$ cat config.mk
export PLATFORM = sky130hd
export DESIGN_NAME = ysyx_22050854_booth_mul_seq
export DESIGN_NICKNAME = d
export VERILOG_FILES = /design/src/rtl/ysyx_22050854_mul_pkg.sv /design/src/rtl/ysyx_22050854_booth_pp.sv /design/src/rtl/ysyx_22050854_booth_mul_seq.sv
export SDC_FILE = /design/constraint.sdc
export NUM_CORES = 1
export LEC_CHECK = 0
export BUFFER_PORTS_ARGS = -buffer_cell sky130_fd_sc_hd__buf_2
export CORE_ASPECT_RATIO = 0.75
export CORE_UTILIZATION = 41
export DETAILED_ROUTE_END_ITERATION = 7
export PLACE_DENSITY = 0.6
export SYNTH_ARGS = -nofsm -noshare
export SYNTH_HDL_FRONTEND = slang
export SYNTH_SLANG_ARGS = --single-unit
$ cat constraint.sdc
create_clock -name clk -period 7 [get_ports clk]
set_input_delay 1.4 -clock clk [delete_from_list [all_inputs] [get_ports clk]]
set_output_delay 1.4 -clock clk [all_outputs]
set_load 0.01 [all_outputs]
$ cat src/rtl/ysyx_22050854_mul_pkg.sv
// Shared types and constants for the sequential radix-4 Booth multiplier.
package ysyx_22050854_mul_pkg;

    typedef enum logic [1:0] {
        S_IDLE,
        S_BUSY,
        S_DONE
    } state_t;

    typedef struct packed {
        logic pos;
        logic dpos;
        logic neg;
        logic dneg;
    } booth_sel_t;

    localparam logic [1:0] MUL_SS = 2'b11;
    localparam logic [1:0] MUL_SU = 2'b10;
    localparam logic [1:0] MUL_UU = 2'b00;

    localparam int WORD_DIGITS = 17;

endpackage

$ cat src/rtl/ysyx_22050854_booth_pp.sv
// Single radix-4 Booth digit: decodes a 3-bit window and selects the partial product.
module ysyx_22050854_booth_pp
    import ysyx_22050854_mul_pkg::*;
#(
    parameter int W = 66
) (
    input  logic [2:0] digit,
    input  logic [W-1:0] x,
    output logic [W:0] pp,
    output logic cin
);

    booth_sel_t sel;

    always_comb begin
        sel = '0;
        case (digit)
            3'b001, 3'b010: sel.pos  = 1'b1;
            3'b011:         sel.dpos = 1'b1;
            3'b100:         sel.dneg = 1'b1;
            3'b101, 3'b110: sel.neg  = 1'b1;
            default:        sel = '0;
        endcase
    end

    // Negative selections use one's complement here; the +1 goes out as cin.
    always_comb begin
        pp = '0;
        if (sel.pos || sel.neg) begin
            pp = {x[W-1], x};
        end else if (sel.dpos || sel.dneg) begin
            pp = {x, 1'b0};
        end
        if (sel.neg || sel.dneg) begin
            pp = ~pp;
        end
    end

    assign cin = sel.neg | sel.dneg;

endmodule

$ cat src/rtl/ysyx_22050854_booth_mul_seq.sv
// Sequential radix-4 Booth multiplier: one digit per cycle, valid/ready on both sides, flushable.
module ysyx_22050854_booth_mul_seq
    import ysyx_22050854_mul_pkg::*;
#(
    parameter int XLEN = 64
) (
    input  logic clk,
    input  logic rst_n,
    input  logic flush,
    input  logic mul_valid,
    output logic mul_ready,
    input  logic mulw,
    input  logic [1:0] mul_signed,
    input  logic [XLEN-1:0] multiplicand,
    input  logic [XLEN-1:0] multiplier,
    output logic out_valid,
    input  logic out_ready,
    output logic [XLEN-1:0] result_hi,
    output logic [XLEN-1:0] result_lo
);

    localparam int W     = XLEN + 2;
    localparam int AW    = 2 * W;
    localparam int CNT_W = $clog2(W / 2 + 1);
    localparam logic [CNT_W-1:0] LAST_FULL = CNT_W'(W / 2);
    localparam logic [CNT_W-1:0] LAST_WORD = CNT_W'(WORD_DIGITS);

    state_t state, state_next;
    logic [CNT_W-1:0] count;
    logic [CNT_W-1:0] last;
    logic [AW-2:0] mcand;
    logic [AW-2:0] a_ext;
    logic [W:0] mplier;
    logic [W-1:0] b_ext;
    logic [AW-1:0] acc;
    logic [AW-1:0] pp;
    logic pp_cin;
    logic mulw_r;
    logic a_signed, b_signed;
    logic accept, step;
    logic unused_acc_top;

    assign a_signed = (mul_signed == MUL_SS) || (mul_signed == MUL_SU);
    assign b_signed = (mul_signed == MUL_SS);

    always_comb begin
        if (mulw) begin
            a_ext = {{(AW - 33){a_signed & multiplicand[31]}}, multiplicand[31:0]};
            b_ext = {{(W - 32){b_signed & multiplier[31]}}, multiplier[31:0]};
        end else begin
            a_ext = {{(AW - 1 - XLEN){a_signed & multiplicand[XLEN-1]}}, multiplicand};
            b_ext = {{(W - XLEN){b_signed & multiplier[XLEN-1]}}, multiplier};
        end
    end

    assign mul_ready = (state == S_IDLE);
    assign out_valid = (state == S_DONE);
    assign accept    = mul_valid && (state == S_IDLE) && !flush;
    assign last      = mulw_r ? LAST_WORD : LAST_FULL;
    // Counter runs 0..N: N digit cycles followed by one cycle that only moves to DONE.
    assign step      = (state == S_BUSY) && (count != last);

    always_ff @(posedge clk or negedge rst_n) begin
        if (!rst_n) begin
            state <= S_IDLE;
        end else begin
            state <= state_next;
        end
    end

    always_comb begin
        state_next = state;
        if (flush) begin
            state_next = S_IDLE;
        end else begin
            case (state)
                S_IDLE:  if (mul_valid) state_next = S_BUSY;
                S_BUSY:  if (count == last) state_next = S_DONE;
                S_DONE:  if (out_ready) state_next = S_IDLE;
                default: state_next = S_IDLE;
            endcase
        end
    end

    ysyx_22050854_booth_pp #(
        .W(AW - 1)
    ) u_pp (
        .digit(mplier[2:0]),
        .x    (mcand),
        .pp   (pp),
        .cin  (pp_cin)
    );

    // The multiplier carries an appended zero as b[-1], so the low three bits form the digit window.
    always_ff @(posedge clk or negedge rst_n) begin
        if (!rst_n) begin
            count  <= '0;
            acc    <= '0;
            mcand  <= '0;
            mplier <= '0;
            mulw_r <= 1'b0;
        end else if (flush) begin
            count <= '0;
        end else if (accept) begin
            count  <= '0;
            acc    <= '0;
            mcand  <= a_ext;
            mplier <= {b_ext, 1'b0};
            mulw_r <= mulw;
        end else if (step) begin
            count  <= count + CNT_W'(1);
            acc    <= acc + pp + {{(AW - 1){1'b0}}, pp_cin};
            mcand  <= mcand << 2;
            mplier <= mplier >> 2;
        end
    end

    always_comb begin
        if (mulw_r) begin
            result_lo = {{(XLEN - 32){acc[31]}}, acc[31:0]};
            result_hi = {{(XLEN - 32){acc[63]}}, acc[63:32]};
        end else begin
            result_lo = acc[XLEN-1:0];
            result_hi = acc[2*XLEN-1:XLEN];
        end
    end

    assign unused_acc_top = ^acc[AW-1:2*XLEN];

endmodule

==> results <==
- For this run, the register share of the synthesized area comes to 31.07%.
- The number of nets still failing antenna checks after routing is 0.
- The fmax is between 150 and 200 MHz.
- Entering global routing, the biggest net connects 218 pins.
- Counting flops with a built-in enable in the synthesized netlist gives 0.
- For this design the ratio of total power to cell area is 466.2 nW/µm².
- The family of cells with the greatest summed delay on the critical path is compound AO/OA/AOI/OAI gates.
- STA classifies the critical path startpoint as a register.
- The initial utilization of the core area, before any placement, comes to 41.67%.
- The floorplan step set the die height to 222.8 µm.
- The first detailed-routing pass ran for 5 iterations.
- The final clock skew is 0.03700 ns.
- Once layout is done, the placed cells without fillers occupy 29420 µm².
- The clock latency on the worst-skew pair is 0.59 ns.
- Along the worst path, the maximum fanout reaches 105.
- Summed over all layers, the global routing overflow is 0.
- On the critical path, the stage with the largest delay is an instance of sky130_fd_sc_hd__dfrtp_4.
- The worst-case headroom to the max-slew limit is ~20%.
- The final-report hold violation count was 0.
- The number of synthesis warnings is 0.
- The initial DRC count is 2343.
- The layout net count is 3775.
- The initial antenna violation count was 8.
- The floorplan has 80 rows.
- The count of fill cells added during filler insertion is 6479.
- The count of input and output buffers is ~270.
- The max-slew violation total from the final report is 0.
- Global routing consumed, over all layers together, between 20% and 30% of the routing resources.
- The count of unresolved DRC violations after routing is 0.
- The die covers about 66000 µm².
- After detailed routing, the average wire length per cell comes to 20.80 µm.
- After clock tree synthesis, the clock-pin slew on the worst setup and hold paths is roughly 0.07 ns.
- TritonCTS built the clock tree.
- The post-synthesis sequential element count is 331.
- Synthesis produced a netlist with a net count of 3719.
- The first-pass GRT wire length is 142200 µm.
- The most frequently used cell type in the post-synthesis netlist is sky130_fd_sc_hd__nand2_1.
- The arrival time at the worst endpoint is about 6.4 ns.
- Summed over all cells, the static leakage comes to 13.24 nW.
- Setup violations remaining at the end of the flow were counted as 0.
- After legalization and detailed placement, the total HPWL measured 66960 µm.
- The shortest clock period the worst path allows after layout is 5.919 ns.
- The via density per instance is 5.836.
- Counting both buffers and inverters, the worst setup path holds a total of 1.
- The share of synthesized area in the top cell type comes to around 31%.
- The tool flagged a number of max-cap violations equal to 0.
- Traced cell by cell, the critical path runs through buf_12 -> xor2_1 -> a22oi_1 -> o21ai_0 -> ha_1 -> nand4_1 -> nor3_1 -> nand3_1 -> o22ai_1 -> o2111ai_1 -> a2111o_1 -> a2111oi_4 -> o21ai_2 -> a2111oi_4 -> nor3_1 -> o32ai_2.
- The longest clock path from root to sink contains 3 buffers.
- The number of unique standard cell types used by synthesis is 87.
- The actual slew at the worst max-slew pin is 1.196 ns.
- By startpoint and endpoint, the worst setup path is classified as reg -> reg.
- The area of the mapped netlist is between 20000 and 30000 µm².
- After detailed routing, the total wire length is 91050 µm.
- The number of cells upsized or downsized after cts is 0.
- The maximum single-stage delay on the critical path is 0.74 ns.
- In the finished design, the share of the clock period the worst path needs comes to around 85%.
- The number of global-route vias before repair is 23480.
- By area the synthesized netlist is led by sky130_fd_sc_hd__dfrtp_1, sky130_fd_sc_hd__ha_1, sky130_fd_sc_hd__o21ai_0.
- Synthesis produced a netlist whose cell count is approximately 3400.
- For this run, asynchronously set or reset flops after synthesis account for 100.0%.
- The via total after detailed routing is between 20000 and 30000.
- The clock sink count is around 330.
- Dividing the synthesized area by the synthesized cell count gives between 7 and 8 µm².
- The most instantiated flip-flop cell in the synthesis netlist is sky130_fd_sc_hd__dfrtp_1.
- Buffers inserted during clock tree synthesis total 39.
- The final setup TNS is 0 ns.
- Setup repair after global routing left no endpoint under its margin.
- From left edge to right edge, the die measures 296.4 µm.
- The number of top-level pins is 266.
- The worst setup path is captured at a register.
- The post-place instance area is 28120 µm².
- Buffers inserted to repair hold after CTS numbered 0.
- VDD sags by at most 189.9 µV.
- The flow ran to the end, and the final reports show no timing, DRC or antenna violations.
- The top cell type by total area after synthesis is sky130_fd_sc_hd__dfrtp_1.
- The number of H-tree levels is 2.
- After clock tree synthesis, the setup repair step added 0 buffers.
- The commonest cells after synthesis are sky130_fd_sc_hd__nand2_1, sky130_fd_sc_hd__o21ai_0, sky130_fd_sc_hd__dfrtp_1.
- The share of final-layout standard cells stronger than drive strength 1 is 12.56%.
- The core area is 63960 µm².
- For the worst setup path, the data required time is 7.51 ns.
- In this run the clock root is driven by a sky130_fd_sc_hd__clkbuf_16.
- The min-delay analysis places its worst path in the category reg -> reg.
- At the end of routability-driven placement, the weighted congestion stood at 0.9909.
- The area growth from synthesis to layout is 10.36%.
layout by cell type, fill, tap and decap left out, drive strengths merged, types with 9 or more instances in the layout:
master	synthesis	final
inv	109	112
nor3	94	94
ha	154	154
or3	14	14
buf	65	299
dfrtp	331	331
and2	9	9
o21a	15	15
a221oi	9	9
a31oi	115	115
nand2	431	431
nor2b	77	77
nand4	62	62
nand3	108	108
clkinv	0	11
mux2	34	34
a22oi	129	129
o31ai	15	15
nor2	259	259
clkbuf	213	50
o21ai	380	380
xor2	180	180
a21o	78	78
xnor2	70	70
a21oi	264	264
o21bai	39	39
o22ai	55	55
tightest hold or removal path, cell delays in order (launching register included):
cell	delay, ns
sky130_fd_sc_hd__dfrtp_1	0.35
sky130_fd_sc_hd__nand2_1	0.06
sky130_fd_sc_hd__nand2_1	0.06
metrics by stage:
step                cells  setup WS, ns  utilization [%]  total power, W  hold WS [ns]
global placement     4304         1.380            43.97         0.01149        0.4782
CTS                  4373         1.258            45.98         0.01363        0.4928
floorplan            3428         2.088                -        0.009274        0.4458
finish               4377         1.081            45.99         0.01371        0.4917
global route         4374        0.8795            45.98         0.01477        0.5014
detailed placement   4304         1.299            43.97         0.01146        0.4776
layout make-up:
cell class              instances  area [µm²]  share of cell area, %
repair buffers                299        1679                  5.708
well taps                     861        1077                  3.662
clock inverters                19       217.7                 0.7400
clock buffers                  50        1067                  3.628
multi-input cells            2704       16660                  56.65
diodes                          4       10.01                0.03403
flip-flops and latches        331        8290                  28.18
inverters                     109       411.6                  1.399
power breakdown:
part / internal, W / switching [W]
clock: 0.00117 / 0.000926
combinational: 0.00315 / 0.00512
sequential: 0.00250 / 0.000850
total: 0.00682 / 0.00689
sequential cells by signal (all words and copies together) (netlist names):
signal and cells:
acc 128, count 6, mcand 128, mplier 66
mulw_r 1, state 2
logic make-up (layout without fill, tap and decap cells):
kind of cell             Yosys count  in the layout  share of synthesized area, %
AO/OA/AOI/OAI                   1164           1164                         26.63
XOR/XNOR                         250            250                         8.214
adder cells (fa/ha/maj)          155            155                         7.304
buffers and inverters            393            477                         6.665
flip-flops                       331            331                         31.07
multiplexers                      35             35                         1.474
other                              0              4                             0
AND/OR/NAND/NOR                 1100           1100                         18.64
path summary, 6_finish.rpt:
kind | slack (ns) | to | from | depth (start not counted)
worst max-delay path | 1.08 | acc[118] | mplier[2] | 16
worst min-delay path | 0.49 | mplier[32] | mplier[32] | 2
worst max register to register | 1.08 | acc[118] | mplier[2] | 16
worst min register to register | 0.49 | mplier[32] | mplier[32] | 2
max in group asynchronous | 4.79 | mulw_r | rst_n | 2
min in group asynchronous | 0.90 | mcand[85] | rst_n | 1
per-layer routing:
metal  track usage [%]  share of wire [%]  up-vias
li1                  -                  -    12310
met1             42.53                 50    12330
met2             39.32                 42      805
met3             4.121                6.6       85
met4             4.539                1.4        8
met5                 0              0.048        -
(Power assumes the default switching activity.)
